[config.mk]
export PLATFORM = sky130hd
export DESIGN_NAME = darkfetch_queue_flat
export DESIGN_NICKNAME = d
export VERILOG_FILES = /design/src/rtl/darkfetch_queue_if.sv /design/src/rtl/darkfetch_queue.sv /design/src/flat_wrapper.sv
export SDC_FILE = /design/constraint.sdc
export NUM_CORES = 1
export LEC_CHECK = 0
export BUFFER_PORTS_ARGS = -buffer_cell sky130_fd_sc_hd__buf_2
export CAP_MARGIN = 20
export CORE_ASPECT_RATIO = 0.8
export CORE_MARGIN = 5
export CORE_UTILIZATION = 64
export CTS_BUF_LIST = sky130_fd_sc_hd__clkbuf_2
export CTS_CLUSTER_DIAMETER = 150
export DETAILED_ROUTE_END_ITERATION = 12
export PLACE_DENSITY = 0.87
export SLEW_MARGIN = 5
export SYNTH_ARGS = -nofsm -noshare
export SYNTH_HDL_FRONTEND = slang
export SYNTH_SLANG_ARGS = --single-unit
[constraint.sdc]
create_clock -name XCLK -period 8.3 [get_ports XCLK]
set_input_delay 0.83 -clock XCLK [delete_from_list [all_inputs] [get_ports XCLK]]
set_output_delay 0.83 -clock XCLK [all_outputs]
set_load 0.02 [all_outputs]
[src/rtl/darkfetch_queue_if.sv]
`default_nettype none
// ============================================================================
//  Module      : darkfetch_queue_if
//  Description : darkbus request/response bundle between the fetch front-end
//                (master) and the instruction ROM (slave).
//  Revision    : 1.0 - initial release
// ============================================================================
interface darkfetch_queue_if;
    logic [31:0] addr;
    logic        en;
    logic [31:0] data;
    logic        valid;

    modport master (
        output addr,
        output en,
        input  data,
        input  valid
    );

    modport slave (
        input  addr,
        input  en,
        output data,
        output valid
    );
endinterface
`default_nettype wire

[src/rtl/darkfetch_queue.sv]
`default_nettype none
// ============================================================================
//  Module      : darkfetch_queue
//  Description : Instruction fetch front-end. Issues sequential ROM reads over
//                the darkbus (fixed 1-cycle latency), buffers returned words
//                with their PCs in a DEPTH-entry FIFO and flushes/restarts on
//                a redirect. Credit flow control guarantees no dropped word.
//  Revision    : 1.0 - initial release
// ============================================================================
module darkfetch_queue #(
    parameter logic [31:0] RESET_PC = 32'h0000_0000,
    parameter int          DEPTH    = 4
) (
    input  wire logic              XCLK,
    input  wire logic              XRES,
    darkfetch_queue_if.master      BUS,
    input  wire logic              REDIR,
    input  wire logic [31:0]       REDIR_PC,
    output logic                   IVALID,
    input  wire logic              IREADY,
    output logic [31:0]            IDATA,
    output logic [31:0]            IPC
);

    localparam int              c_AW       = $clog2(DEPTH);
    localparam int              c_CW       = c_AW + 1;
    localparam logic [c_CW:0]   c_DEPTH_W  = (c_CW + 1)'(DEPTH);
    localparam logic [c_AW-1:0] c_PTR_ONE  = c_AW'(1);
    localparam logic [c_CW-1:0] c_CNT_ONE  = c_CW'(1);

    // Fetch sequencing state
    logic [31:0]     r_pc;
    logic            r_infl;
    logic [31:0]     r_infl_pc;

    // FIFO state; storage is deliberately left without reset
    logic [31:0]     r_mem_pc   [DEPTH];
    logic [31:0]     r_mem_data [DEPTH];
    logic [c_AW-1:0] r_rd_ptr;
    logic [c_AW-1:0] r_wr_ptr;
    logic [c_CW-1:0] r_count;

    logic [c_CW:0]   w_credits_used;
    logic            w_issue;
    logic            w_push;
    logic            w_pop;
    logic [31:0]     w_redir_target;
    logic            w_unused;

    // Credits: every buffered word plus the one in flight must fit the FIFO.
    // Reset gates the request so the bus stays quiet while XRES is held.
    always_comb begin
        w_credits_used = {1'b0, r_count} + {{c_CW{1'b0}}, r_infl};
        w_issue        = !XRES && !REDIR && (w_credits_used < c_DEPTH_W);
        w_push         = r_infl && BUS.valid && !REDIR;
        w_pop          = (r_count != '0) && IREADY;
        w_redir_target = {REDIR_PC[31:2], 2'b00};
    end

    assign w_unused = ^REDIR_PC[1:0];

    assign BUS.en   = w_issue;
    assign BUS.addr = r_pc;

    // Output head entry, masked to zero while the FIFO is empty
    always_comb begin
        IVALID = (r_count != '0);
        IDATA  = IVALID ? r_mem_data[r_rd_ptr] : 32'h0;
        IPC    = IVALID ? r_mem_pc[r_rd_ptr]   : 32'h0;
    end

    // Fetch address generation and in-flight request tracking
    always_ff @(posedge XCLK or posedge XRES) begin
        if (XRES) begin
            r_pc      <= RESET_PC;
            r_infl    <= 1'b0;
            r_infl_pc <= 32'h0;
        end else begin
            r_infl <= w_issue;
            if (REDIR) begin
                r_pc <= w_redir_target;
            end else if (w_issue) begin
                r_pc      <= r_pc + 32'd4;
                r_infl_pc <= r_pc;
            end
        end
    end

    // FIFO pointers and occupancy; a redirect flush overrides push and pop
    always_ff @(posedge XCLK or posedge XRES) begin
        if (XRES) begin
            r_rd_ptr <= '0;
            r_wr_ptr <= '0;
            r_count  <= '0;
        end else if (REDIR) begin
            r_rd_ptr <= '0;
            r_wr_ptr <= '0;
            r_count  <= '0;
        end else begin
            if (w_push) begin
                r_wr_ptr <= r_wr_ptr + c_PTR_ONE;
            end
            if (w_pop) begin
                r_rd_ptr <= r_rd_ptr + c_PTR_ONE;
            end
            case ({w_push, w_pop})
                2'b10:   r_count <= r_count + c_CNT_ONE;
                2'b01:   r_count <= r_count - c_CNT_ONE;
                default: r_count <= r_count;
            endcase
        end
    end

    // FIFO storage write: returned word tagged with the address it came from
    always_ff @(posedge XCLK) begin
        if (w_push) begin
            r_mem_pc[r_wr_ptr]   <= r_infl_pc;
            r_mem_data[r_wr_ptr] <= BUS.data;
        end
    end

endmodule
`default_nettype wire

[src/flat_wrapper.sv]
// flat-port wrapper written by rule: the top's interface ports become plain ports
module darkfetch_queue_flat 
#(
    parameter logic [31:0] RESET_PC = 32'h0000_0000,
    parameter int          DEPTH    = 4
)
  (XCLK, XRES, REDIR, REDIR_PC, IVALID, IREADY, IDATA, IPC, BUS_addr, BUS_en, BUS_data, BUS_valid);
  darkfetch_queue_if BUS_i ();
  input  wire logic XCLK;
  input  wire logic XRES;
  input  wire logic REDIR;
  input  wire logic [31:0] REDIR_PC;
  output logic IVALID;
  input  wire logic IREADY;
  output logic [31:0] IDATA;
  output logic [31:0] IPC;
  output wire logic [$bits(BUS_i.addr)-1:0] BUS_addr;
  output wire logic [$bits(BUS_i.en)-1:0] BUS_en;
  input wire logic [$bits(BUS_i.data)-1:0] BUS_data;
  input wire logic [$bits(BUS_i.valid)-1:0] BUS_valid;
  assign BUS_addr = BUS_i.addr;
  assign BUS_en = BUS_i.en;
  assign BUS_i.data = BUS_data;
  assign BUS_i.valid = BUS_valid;
  darkfetch_queue #(.RESET_PC(RESET_PC), .DEPTH(DEPTH)) u_core (.XCLK(XCLK), .XRES(XRES), .BUS(BUS_i), .REDIR(REDIR), .REDIR_PC(REDIR_PC), .IVALID(IVALID), .IREADY(IREADY), .IDATA(IDATA), .IPC(IPC));
endmodule
# == After elaboration in Yosys (flattened, before gate mapping) ==
# Memory sizes are Yosys's and may differ from the RTL's.
# Index checks and enable logic that the tools add are counted.
# classes
n_addsub,6
magnitude_cmp,1
n_eq_ne,2
mux,12
bitwise_logic,1
reduce_logical,13
# ops
cell,count
32-bit two-way mux,4
"32-bit by 3-bit adder with 32-bit output, second input constant",1
2-bit two-way mux,4
3-bit case mux with 2 select lines,1
2-bit nonzero test,3
3-bit nonzero test,2
1-bit logical AND,5
"2-bit by 1-bit adder with 2-bit output, second input constant",2
3-bit by 1-bit adder with 4-bit output,1
"4-bit by 3-bit less-than comparator with 1-bit output, second input constant",1
"3-bit by 1-bit adder with 3-bit output, second input constant",1
3-bit two-way mux,1
"3-bit by 1-bit subtractor with 3-bit output, second input constant",1
"2-bit by 1-bit equality test with 1-bit output, second input constant",1
"2-bit equality test, second input constant",1
1-bit zero test,2
1-bit two-way mux,2
2-bit AND reduction,1
1-bit inverter,1
# word_totals
regBits,72
ramBits,256
word_cells,43
memories,2
# memory_table
name,words,word_bits,rd,rd_clocked_by_memory_dff,write_ports,line,rtl
u_core.r_mem_data,4,32,1,0,1,darkfetch_queue.sv:38,logic [31:0] r_mem_data [DEPTH];
u_core.r_mem_pc,4,32,1,0,1,darkfetch_queue.sv:37,logic [31:0] r_mem_pc [DEPTH];

# == Logic depth before layout (Yosys ltp) ==
# Gate-level depths: netlist (run 1).
# depth
ltp_word,5
depth_mapped,10

# == Least setup slack after synthesis (run 1) ==
# No wires, ideal clock.
# synth_timing
path_type,in2reg
start,input REDIR
end,"memory u_core.r_mem_data[0][0], enable pin"
setup_time_ns,0.427
arrival_ns,2.904
slack_ns,4.969
cell_stages,4
path_buffers,2
path_cell_list,clkbuf_1 > buf_1 > nor2_1 > and2_1
# synth_between
elab_chain_cells,4
# synth_rtl
element,line,rtl
from (decl),flat_wrapper.sv:11,input wire logic REDIR;
1-bit zero test,darkfetch_queue.sv:55,w_push = r_infl && BUS.valid && !REDIR;
1-bit logical AND,darkfetch_queue.sv:55,
1-bit two-way mux,darkfetch_queue.sv:116,if (w_push) begin
1-bit two-way mux (implied by the code),darkfetch_queue.sv:118,r_mem_data[r_wr_ptr] <= BUS.data;
to (decl),darkfetch_queue.sv:38,
# No other way between the ends.

# == Worst setup path after layout (run 1) ==
# layout_timing
start,register u_core.r_rd_ptr[0]
end,output IDATA[29]
# layout_between
elab_chain_cells,2
# layout_rtl
element,line,rtl
from (decl),darkfetch_queue.sv:39,logic [c_AW-1:0] r_rd_ptr;
from (signal assigned),darkfetch_queue.sv:104,r_rd_ptr <= r_rd_ptr + c_PTR_ONE;
memory read 4 x 32 bit,-,
32-bit two-way mux,darkfetch_queue.sv:68,IDATA = IVALID ? r_mem_data[r_rd_ptr] : 32'h0;
to (decl),flat_wrapper.sv:15,output logic [31:0] IDATA;
# No other way between the ends.

==> results of run 1 <==
[logic make-up after synthesis]
group	count (synthesis)	share of synthesized area, %
AO/OA/AOI/OAI	59	3.15
other	1	0.0292
flip-flops	316	71.2
AND/OR/NAND/NOR	279	11.3
adder cells (fa/ha/maj)	6	0.643
multiplexers	66	11.2
XOR/XNOR	7	0.477
buffers and inverters	55	2.00
[worst min-delay path by stage]
stage,start,end,depth (start not counted)
3_5_place_dp,u_core.r_infl_pc[25],u_core.r_mem_pc[3][25],0
5_1_grt,BUS_data[29],u_core.r_mem_data[3][29],1
6_report,REDIR_PC[11],u_core.BUS.addr[11],2
3_3_place_gp,u_core.r_infl_pc[17],u_core.r_mem_pc[3][17],0
2_1_floorplan,u_core.r_infl_pc[10],u_core.r_mem_pc[0][10],0
4_1_cts,BUS_data[29],u_core.r_mem_data[1][29],1
[state kept, by name, indices dropped and copies added (netlist names)]
name and flops:
u_core.BUS.addr 30, u_core.r_count 3, u_core.r_infl 1, u_core.r_infl_pc 30
u_core.r_mem_data 128, u_core.r_mem_pc 120, u_core.r_rd_ptr 2, u_core.r_wr_ptr 2
[final cells by class]
class,count,area [um2]
multi-input cells,421,3470
clock buffers,116,581
diodes,1,2.50
fillers,1291,5230
flip-flops and latches,316,9160
clock inverters,16,143
repair buffers,165,838
inverters,9,46.3
well taps,264,330
[per-layer routing]
| layer | share of wire [%] | GRT usage (%) | up-vias |
|---|---|---|---|
| li1 | - | - | 3437 |
| met1 | 41 | 32.1 | 3791 |
| met2 | 50 | 38.8 | 352 |
| met3 | 7.6 | 6.04 | 44 |
| met4 | 1.8 | 7.84 | 0 |
| met5 | 0 | 0 | - |
[worst register-to-register path, cell delays in order, from the launching register on]
cell	delay, ps
dfrtp_1	440
or3_2	480
buf_4	330
nand2_1	280
nor2_1	90
fa_1	410
inv_1	110
o21ai_0	110
a31oi_1	170
a31oi_1	60
a21oi_1	170
[report_power, final]
group | internal, mW | switching, mW | leakage (nW) | total, mW
Clock | 0.460 | 0.576 | 0.554 | 1.04
Sequential | 1.85 | 0.147 | 3.09 | 2.00
Combinational | 0.439 | 0.637 | 2.00 | 1.08
Total | 2.75 | 1.36 | 5.65 | 4.11
[placed cells by master, fill, tap and decap left out, types with 4 or more instances in the layout]
cell type / Yosys / final
a221o_1: 6 / 6
nor2_1: 21 / 21
and2_4: 0 / 4
nand3b_1: 7 / 7
clkbuf_2: 1 / 116
a21oi_1: 4 / 4
o311ai_0: 5 / 5
clkinv_1: 0 / 9
ha_1: 5 / 5
o211ai_1: 5 / 5
nand4_1: 9 / 9
xor2_1: 4 / 4
conb_1: 1 / 4
inv_1: 8 / 7
mux4_2: 62 / 62
nor3_1: 4 / 4
dfrtp_1: 68 / 66
mux2i_1: 4 / 4
edfxtp_1: 248 / 248
o21ai_0: 20 / 20
buf_4: 4 / 5
a31oi_1: 5 / 5
nand2_1: 120 / 120
buf_2: 11 / 160
nand3_1: 22 / 22
and2_1: 72 / 68
[through the flow]
| stage | utilization [%] | total power [mW] | setup slack (ps) | instances | hold slack [ps] |
|---|---|---|---|---|---|
| 3_3_place_gp | 69.9 | 3.10 | 4960 | 1175 | 494 |
| 2_1_floorplan | - | 2.75 | 4970 | 792 | 476 |
| 5_1_grt | 73.6 | 4.34 | 3880 | 1308 | 117 |
| 6_report | 73.6 | 4.11 | 4230 | 1308 | 230 |
| 4_1_cts | 73.6 | 4.16 | 4050 | 1307 | 148 |
| 3_5_place_dp | 69.9 | 3.13 | 4950 | 1175 | 505 |
==> results.md, run 1 <==
* Crit path from: u_core.r_rd_ptr[0]
* I/O Pins at 167
* Post-Place Cell Area at 13800 um2
* Total track usage at 23.8%
* CTS clk-pin slew, worst paths at 100 ps
* Routed len/inst at 20.1 um
* Setup repair bufs after CTS at 0
* Final period utilization at 49.0%
* Achievable Freq at 0.246 GHz
* Flop-to-flop setup slack at 5570 ps
* Kind of critical path: flip-flop to output pin
* Slew Viols, Final at 0
* Pin count of the biggest net entering global routing at 69
* DRC viols at 0
* WL final at 26300 um
* VDD IR max at 219 uV
* Number of synthesized flops with an enable pin at 248
* Via density per instance at 5.83
* Die area at 23000 um2
* End point of the critical path: IDATA[29]
* Post-synth ARST share at 21.5%
* Cell taking the most area after synthesis: edfxtp_1
* Final Skew at 55.7 ps
* CP top delay family: buffers and inverters
* Yosys reg bits at 316
* Register area share after synthesis at 71.2%
* CP max FO at 49
* Hold_buf cts at 0
* Initial antenna violation count at 1
* Area growth from synthesis to layout at 13.3%
* Most frequent cell after synthesis: edfxtp_1
* Endpoints failing setup at 0
* Vias in the first global route at 8156
* Initial detailed-routing violation count at 743
* GR Overflow Total at 0
* Worst Path Buf+Inv at 2
* Static leakage at 5.65 nW
* Synth top area share at 57.9%
* Fin nets at 1063
* Pwr/cell area at 282 nW/um2
* Synth top cells by count: 248 x edfxtp_1, 120 x nand2_1, 72 x and2_1
* Post-Syn Area at 12900 um2
* Startpoint Class: flip-flop
* Fin. Hold Viols at 0
* Max cap viols at 0
* Endpoint type of the worst setup path: output pin
* Layout cell share with drive strength beyond 1 at 35.2%
* Die height at 137 um
* Worst EP arrival at 3240 ps
* CP max-delay cell: buf_4
* Placer's final routability congestion estimate at 0.808
* YS warnings at 0
* Post_cts resized at 0
* Number of buffers created by CTS at 75
* Vias at 7624
* First-pass GRT wire length at 42200 um
* FF-to-FF End: u_core.r_count[2]
* Num Clock Sinks at 316
* RSZ-0062 raised after global routing: false
* WP data required at 7470 ps
* Worst-path cell chain: buf_4, mux4_2, and2_1, buf_2
* Drt pass-1 iters at 5
* Worst r2r src: u_core.r_count[0]
* Top cells by area, synth: edfxtp_1 58%, dfrtp_1 13%, mux4_2 11%
* Final min period at 4070 ps
* Worst Hold Class: input pin to flip-flop
* Setup TNS at 0 ps
* Antenna-violating nets left at 0
* TritonCTS clock tree: yes
* Post-route cell area at 14600 um2
* Critical path depth at 4
* Initial Util at 64.9%
* Top FF cell, synth: edfxtp_1
* Worst-Skew Late Latency at 810 ps
* Core area at 19800 um2
* Reg2Reg Depth at 10
* H-tree depth at 3
* Syn avg cell area at 16.3 um2
* Die Width at 168 um
* Final HPWL from detailed placement at 15400 um
* Outcome: finished clean
* Clock Path Buffers at 3
* CP peak stage delay at 810 ps
* Worst Tran Pin Value at 997 ps
* Yosys cell types at 48
* # rows at 46
* Root Buffer: clkbuf_2
* Cells after Synth at 789
* Number of I/O port buffers at 160
* Worst rel slew slack at 33.5%
Note: power is estimated with default switching activity, not from simulation.
==> run 2, diff against run 1 <==
--- a/config.mk
+++ b/config.mk
@@ -5,15 +5,16 @@
 export SDC_FILE = /design/constraint.sdc
 export NUM_CORES = 1
 export LEC_CHECK = 0
+export ABC_AREA = 1
 export BUFFER_PORTS_ARGS = -buffer_cell sky130_fd_sc_hd__buf_2
 export CAP_MARGIN = 20
 export CORE_ASPECT_RATIO = 0.8
 export CORE_MARGIN = 5
-export CORE_UTILIZATION = 64
+export CORE_UTILIZATION = 60
 export CTS_BUF_LIST = sky130_fd_sc_hd__clkbuf_2
 export CTS_CLUSTER_DIAMETER = 150
 export DETAILED_ROUTE_END_ITERATION = 12
-export PLACE_DENSITY = 0.87
+export PLACE_DENSITY = 0.82
 export SLEW_MARGIN = 5
 export SYNTH_ARGS = -nofsm -noshare
 export SYNTH_HDL_FRONTEND = slang
==> constraint.sdc (replaced) <==
create_clock -name XCLK -period 3.8 [get_ports XCLK]
set_input_delay 0.38 -clock XCLK [delete_from_list [all_inputs] [get_ports XCLK]]
set_output_delay 0.38 -clock XCLK [all_outputs]
set_load 0.02 [all_outputs]
==> run 2 against run 1 <==
Synthesized area up 3.9%. Cell area up 8.1%. Power up 120%. Die area up 10%. Sequential cell count unchanged. Largest cell class unchanged.
==> results.md, run 2 <==
* Outcome: finished clean (unchanged)
* Synth top area share at 55.8% (was 57.9%)
* CTS clk-pin slew, worst paths at 100 ps (about the same)
* Total track usage at 24.6% (was 23.8%)
* CP max FO at 92 (was 49)
* Fin nets at 1565 (was 1063)
* Commonest cells after routing, fill and taps aside: 325 x nor2_1, 248 x edfxtp_1, 160 x buf_2 (was 248 x edfxtp_1, 160 x buf_2, 120 x nand2_1)
* Area growth from synthesis to layout at 17.9% (was 13.3%)
* Worst hold slack at 96.6 ps (was 230 ps)
* Final WS setup at 491 ps (was 4230 ps)
* DRC viols at 0 (unchanged)
* Worst-Skew Late Latency at 820 ps (was 810 ps)
* Final period utilization at 87.1%
* Largest family of logic cells by synthesized area: simple AND/OR/NAND/NOR gates (unchanged)
* CP peak stage delay at 660 ps (was 810 ps)
* Top cells by area, synth: edfxtp_1 56%, dfrtp_1 13%, nor2_1 9.2% (was edfxtp_1 58%, dfrtp_1 13%, mux4_2 11%)
* Post-synth ARST share at 21.5% (unchanged)
* I/O Pins at 167 (unchanged)
* Filler cells at 1498 (was 1291)
* Die Width at 177 um (was 168 um)
* Number of buffers created by CTS at 76 (was 75)
* Adder-Cell Fraction of Synth Area at 0.618% (was 0.643%)
* # rows at 48 (was 46)
* WP data required at 3420 ps (was 7470 ps)
* Post-Syn Area at 13400 um2 (was 12900 um2)
* Cells after Synth at 1236 (was 789)
* Achievable Freq at 0.302 GHz
* Kind of critical path: flip-flop to output pin (unchanged)
* RSZ-0062 raised after global routing: false (unchanged)
* Synth Area in XOR/XNOR at 0.328% (was 0.477%)
* Post_cts resized at 0 (unchanged)
* Worst Path Buf+Inv at 3 (was 2)
* Worst rel slew slack at 46.7% (was 33.5%)
* Worst r2r src: u_core.r_count[0] (unchanged)
* Clk network pwr share at 23.5% (was 25.2%)
* Die area at 25400 um2 (was 23000 um2)
* Top reg by flops: u_core.r_mem_data (unchanged)
* GR Overflow Total at 0 (unchanged)
* Routed len/inst at 16.9 um (was 20.1 um)
* Fin util at 72.4% (was 73.6%)
* Slew Viols, Final at 0 (unchanged)
* Vias at 9975 (was 7624)
* Num Clock Sinks at 316 (unchanged)
* First-pass GRT wire length at 49500 um (was 42200 um)
* Top Registers: u_core.r_mem_data: 128 flops, u_core.r_mem_pc: 120 flops (unchanged)
* Vias in the first global route at 9858 (was 8156)
* Overall power at 9.18 mW (was 4.11 mW)
* WL final at 30900 um (was 26300 um)
* Most frequent cell after synthesis: nor2_1 (was edfxtp_1)
* Initial antenna violation count at 1 (unchanged)
* FF-to-FF End: u_core.r_count[2] (unchanged)
* Worst hold endpoint: u_core.BUS.addr[2] (was u_core.BUS.addr[11])
* Largest register FFs at 128 (unchanged)
* Clock Path Buffers at 3 (unchanged)
* Endpoint type of the worst setup path: output pin (unchanged)
* Initial detailed-routing violation count at 998 (was 743)
* Antenna-violating nets left at 0 (unchanged)
* Startpoint Class: flip-flop (unchanged)
* Yosys cell types at 34 (was 48)
* VDD IR max at 365 uV (was 219 uV)
* Worst-path cell chain: inv_2, buf_12, o21ai_0, a21oi_1, buf_2 (was buf_4, mux4_2, and2_1, buf_2)
* TritonCTS clock tree: yes (unchanged)
* Final HPWL from detailed placement at 17500 um (was 15400 um)
* Switching part of the total power at 36.9% (was 33.1%)
* YS warnings at 0 (unchanged)
* Sequential share of power at 48.3% (was 48.6%)
* Pin count of the biggest net entering global routing at 93 (was 69)
* Comb pwr share at 28.2% (was 26.2%)
* Static leakage at 6.29 nW (was 5.65 nW)
* Drt pass-1 iters at 5 (unchanged)
* Core area at 21700 um2 (was 19800 um2)
* Placement Setup Slack at 1300 ps (was 4950 ps)
* Internal power at 5.80 mW (was 2.75 mW)
* H-tree depth at 3 (unchanged)
* Layout cell share with drive strength beyond 1 at 20.7% (was 35.2%)
* Worst EP arrival at 2930 ps (was 3240 ps)
* Worst Hold Class: input pin to flip-flop (unchanged)
* Mux contribution to synthesized area at 0% (was 11.2%)
* Hold Path Origin: REDIR (was REDIR_PC[11])
* Compound-Gate Fraction of Synth Area at 9.52% (was 3.15%)
* Endpoints failing setup at 0 (unchanged)
* Register area share after synthesis at 68.5% (was 71.2%)
* Hold path depth at 3 (was 2)
* Placer's final routability congestion estimate at 0.904 (was 0.808)
* Max cap viols at 0 (unchanged)
* Simple-gate share of the synthesized area at 16.9% (was 11.3%)
* CP max-delay cell: dfrtp_4 (was buf_4)
* Net Sw Power at 3.39 mW (was 1.36 mW)
* Commonest non-fill, non-tap cell in the layout: nor2_1 (was edfxtp_1)
* Via density per instance at 5.44 (was 5.83)
* Cell taking the most area after synthesis: edfxtp_1 (unchanged)
* Final min period at 3310 ps
* Yosys reg bits at 316 (unchanged)
* Reg2Reg Depth at 9 (was 10)
* CP top delay family: buffers and inverters (unchanged)
* Flop-to-flop setup slack at 1910 ps (was 5570 ps)
* Syn avg cell area at 10.8 um2 (was 16.3 um2)
* Number of synthesized flops with an enable pin at 248 (unchanged)
* Die height at 143 um (was 137 um)
* Worst Tran Pin Value at 799 ps (was 997 ps)
* Final Skew at 54.2 ps (was 55.7 ps)
* Top FF cell, synth: edfxtp_1 (unchanged)
* Synth top cells by count: 329 x nor2_1, 248 x edfxtp_1, 149 x o21ai_0 (was 248 x edfxtp_1, 120 x nand2_1, 72 x and2_1)
* Number of I/O port buffers at 160 (unchanged)
* Pwr/cell area at 583 nW/um2 (was 282 nW/um2)
* Initial Util at 61.4% (was 64.9%)
* Root Buffer: clkbuf_2 (unchanged)
* Fin. Hold Viols at 0 (unchanged)
* Crit path from: u_core.r_rd_ptr[0] (unchanged)
run 2: cell types whose count changed in the layout (fill, tap and decap cells not counted), moves of 35 or more:
cell and change:
o21ai_0 +129, a21oi_1 +61, nand3_1 +35, inv_1 +38, nor2_1 +304, and2_1 -67
mux4_2 -62, dlygate4sd3_1 +65
run 2: worst min-delay path, stage by stage:
cell and delay [ps]:
buf_2 300, nand2_1 140, nand2_1 50
run 2: how the worst max path moves through the flow:
stage,to,slack (ps),cells after the start
final,IDATA[19],490,5
after global routing,IPC[20],220,5
after CTS,IPC[20],400,5
after detailed placement,IPC[20],1300,5
after global placement,IPC[19],1350,5
after floorplan,u_core.r_mem_data[0][0],-90,4
run 2: power groups by stage:
stage          combinational (mW)  clock (mW)  sequential [mW]
6_report                     2.59        2.15             4.44
5_1_grt                      2.85        2.40             4.48
4_1_cts                      2.59        2.21             4.42
3_5_place_dp                 2.52           0             4.50
3_3_place_gp                 2.47           0             4.48
2_1_floorplan                1.69           0             4.42
run 2: logic make-up after synthesis:
kind of cell / count (synthesis)
other cells: 1
fa+ha+maj: 6
simple gates: 549
buf+inv: 118
flops: 316
xor+xnor: 5
compound gates: 241
run 2: area by class of cell:
type	instances	area (um2)	area share, %
flip-flops and latches	316	9150	58.1
multi-input cells	805	3700	23.5
diodes	1	2.50	0.0159
inverters	51	191	1.22
repair buffers	240	1650	10.5
well taps	300	375	2.38
clock buffers	101	505	3.21
clock inverters	21	164	1.04
run 2: through the flow:
| step | area, um2 | cells | setup TNS, ps |
|---|---|---|---|
| finish | 15700 | 1835 | 0 |
| global route | 15700 | 1835 | 0 |
| CTS | 15700 | 1833 | 0 |
| detailed placement | 14400 | 1646 | 0 |
| global placement | 14400 | 1646 | 0 |
| floorplan | 13400 | 1239 | -23140 |
run 2: metal layers:
layer,vias up,routed length [um],GRT usage [%]
met5,-,0,0
met3,43,2540,5.81
met2,461,14800,39.7
li1,4762,-,-
met1,4709,13200,33.9
met4,0,402,7.53
run 2: timing repair:
item	4_1_cts	5_1_grt
hold buffers	65	0
endpoints found under the hold margin	214	0
setup buffers	0	0
==> run 3, diff against run 2 <==
--- a/config.mk
+++ b/config.mk
@@ -10,12 +10,10 @@
 export CAP_MARGIN = 20
 export CORE_ASPECT_RATIO = 0.8
 export CORE_MARGIN = 5
-export CORE_UTILIZATION = 60
-export CTS_BUF_LIST = sky130_fd_sc_hd__clkbuf_2
+export CORE_UTILIZATION = 58
 export CTS_CLUSTER_DIAMETER = 150
 export DETAILED_ROUTE_END_ITERATION = 12
-export PLACE_DENSITY = 0.82
-export SLEW_MARGIN = 5
+export PLACE_DENSITY = 0.8
 export SYNTH_ARGS = -nofsm -noshare
 export SYNTH_HDL_FRONTEND = slang
 export SYNTH_SLANG_ARGS = --single-unit
==> run 3 against run 2 <==
Via count decreased by 5.2%. Sequential share of layout area increased by 1.2 points. Die area increased by 3.2%.
==> results.md, run 3 (synthesized netlist as in run 2, its figures left out) <==
* Outcome: finished clean (unchanged)
* Top reg by flops: u_core.r_mem_data (unchanged)
* Achievable Freq at 0.328 GHz (was 0.302 GHz)
* Worst-Skew Late Latency at 560 ps (was 820 ps)
* Final period utilization at 80.3% (was 87.1%)
* Post-Place Cell Area at 14400 um2 (about the same)
* Startpoint Class: flip-flop (unchanged)
* Fin util at 68.3% (was 72.4%)
* WL final at 29700 um (was 30900 um)
* Post-route cell area at 15400 um2 (was 15700 um2)
* DRC viols at 0 (unchanged)
* Switching part of the total power at 34.0% (was 36.9%)
* Worst hold slack at 28.6 ps (was 96.6 ps)
* Clk network pwr share at 29.7% (was 23.5%)
* Initial antenna violation count at 0 (was 1)
* RSZ-0062 raised after global routing: false (unchanged)
* Core area at 22600 um2 (was 21700 um2)
* Fin. Hold Viols at 0 (unchanged)
* Drt pass-1 iters at 7 (was 5)
* Die area at 26200 um2 (was 25400 um2)
* Endpoint type of the worst setup path: output pin (unchanged)
* Die height at 146 um (was 143 um)
* CTS clk-pin slew, worst paths at 60 ps (was 100 ps)
* Setup TNS at 0 ps (unchanged)
* Commonest non-fill, non-tap cell in the layout: nor2_1 (unchanged)
* Comb pwr share at 25.7% (was 28.2%)
* First-pass GRT wire length at 47300 um (was 49500 um)
* Kind of critical path: flip-flop to output pin (unchanged)
* Endpoints failing setup at 0 (unchanged)
* Antenna-violating nets left at 0 (unchanged)
* I/O Pins at 167 (unchanged)
* Static leakage at 5.99 nW (was 6.29 nW)
* VDD IR max at 365 uV (about the same)
* Layout cell share with drive strength beyond 1 at 18.0% (was 20.7%)
* Largest register FFs at 128 (unchanged)
* Internal power at 6.55 mW (was 5.80 mW)
* Final Non-Filler Cells at 1715 (was 1835)
* Vias in the first global route at 9052 (was 9858)
* Die Width at 180 um (was 177 um)
* Pin count of the biggest net entering global routing at 103 (was 93)
* WP data required at 3420 ps (about the same)
* Worst rel slew slack at 36.6% (was 46.7%)
* H-tree depth at 1 (was 3)
* Worst Tran Pin Value at 949 ps (was 799 ps)
* Worst Hold Class: input pin to flip-flop (unchanged)
* Sequential share of power at 44.6% (was 48.3%)
* Top Registers: u_core.r_mem_data: 128 flops, u_core.r_mem_pc: 120 flops (unchanged)
* Max cap viols at 0 (unchanged)
* Final min period at 3050 ps (was 3310 ps)
* Final Skew at 22.5 ps (was 54.2 ps)
* Slew Viols, Final at 0 (unchanged)
* Root Buffer: clkbuf_16 (was clkbuf_2)
* DP Cell Count at 1654 (was 1646)
* Initial detailed-routing violation count at 784 (was 998)
* Net Sw Power at 3.38 mW (was 3.39 mW)
* Commonest cells after routing, fill and taps aside: 325 x nor2_1, 248 x edfxtp_1, 160 x buf_2 (unchanged)
* Initial Util at 59.2% (was 61.4%)
* Fin nets at 1459 (was 1565)
* Num Clock Sinks at 316 (unchanged)
* Clock Path Buffers at 3 (unchanged)
* TritonCTS clock tree: yes (unchanged)
* Worst EP arrival at 2670 ps (was 2930 ps)
* Final HPWL from detailed placement at 17800 um (was 17500 um)
* GR Overflow Total at 0 (unchanged)
* Routed len/inst at 17.3 um (was 16.9 um)
* Via density per instance at 5.52 (was 5.44)
* CP max FO at 94 (was 92)
* Total track usage at 21.9% (was 24.6%)
* # rows at 49 (was 48)
* Vias at 9460 (was 9975)
* Number of buffers created by CTS at 31 (was 76)
* Pwr/cell area at 644 nW/um2 (was 583 nW/um2)
* Area growth from synthesis to layout at 15.5% (was 17.9%)
* Placer's final routability congestion estimate at 0.872 (was 0.904)
* Ant. Diodes at 0 (was 1)
* Number of I/O port buffers at 160 (unchanged)
-- run 3: cell count changes in the layout (fill, tap and decap cells not counted), moves of 2 or more --
cell           delta
buf_12            -3
clkinv_1          -3
buf_4             +5
clkinvlp_4        +2
clkbuf_16        +31
dlygate4sd3_1    -63
clkbuf_1          +5
clkbuf_2        -101
inv_2             -2
clkinvlp_2        +2
-- run 3: power groups by stage --
stage                     clock (mW)  combinational, mW  sequential, mW
after floorplan                    0               1.69            4.42
after global placement             0               2.51            4.47
after detailed placement           0               2.56            4.49
after CTS                       3.00               2.57            4.42
after global routing            3.14               2.82            4.47
final                           2.95               2.55            4.43
-- run 3: what timing repair did --
item / in CTS / in global routing
buffers inserted: 0 / 0
hold buffers: 1 / 1
endpoints found under the hold margin: 4 / 47
resized for setup: 0 / 0
-- run 3: cell type report --
| class | count | area (um2) |
|---|---|---|
| clock buffers | 36 | 795 |
| clock inverters | 22 | 193 |
| fillers | 1654 | 7140 |
| inverters | 51 | 193 |
| multi-input cells | 805 | 3700 |
| flip-flops and latches | 316 | 9150 |
| well taps | 306 | 383 |
| repair buffers | 179 | 998 |
-- run 3: worst paths after layout --
path	cells past startpoint	to	slack, ps	from
max in group asynchronous	5	u_core.BUS.addr[30]	2740	XRES
worst max-delay path	5	IPC[15]	750	u_core.r_rd_ptr[0]
worst min-delay path	1	u_core.r_mem_data[2][23]	30	BUS_data[23]
worst min register to register	0	u_core.r_mem_pc[0][18]	520	u_core.r_infl_pc[18]
min in group asynchronous	3	u_core.r_count[1]	280	XRES
worst max register to register	3	u_core.r_mem_data[1][7]	1770	u_core.r_infl
-- run 3: critical path, cell delays in order (launching register included) --
cell,delay [ps]
dfrtp_4,610
clkinv_2,100
buf_4,650
o21ai_0,210
a21oi_1,290
buf_2,230
-- run 3: metrics by stage --
step | setup WS [ps] | total power, mW
after detailed placement | 1190 | 7.04
after floorplan | -93.3 | 6.11
after global routing | 559 | 10.4
final | 750 | 9.93
after CTS | 705 | 9.99
after global placement | 1230 | 6.97
-- run 3: routing by layer --
metal / share of wire (%) / up-vias / track usage (%)
met5: 0 / - / 0
met4: 2.3 / 0 / 5.56
met3: 7.3 / 55 / 3.50
met2: 46 / 399 / 34.6
li1: - / 4505 / -
met1: 44 / 4501 / 32.4
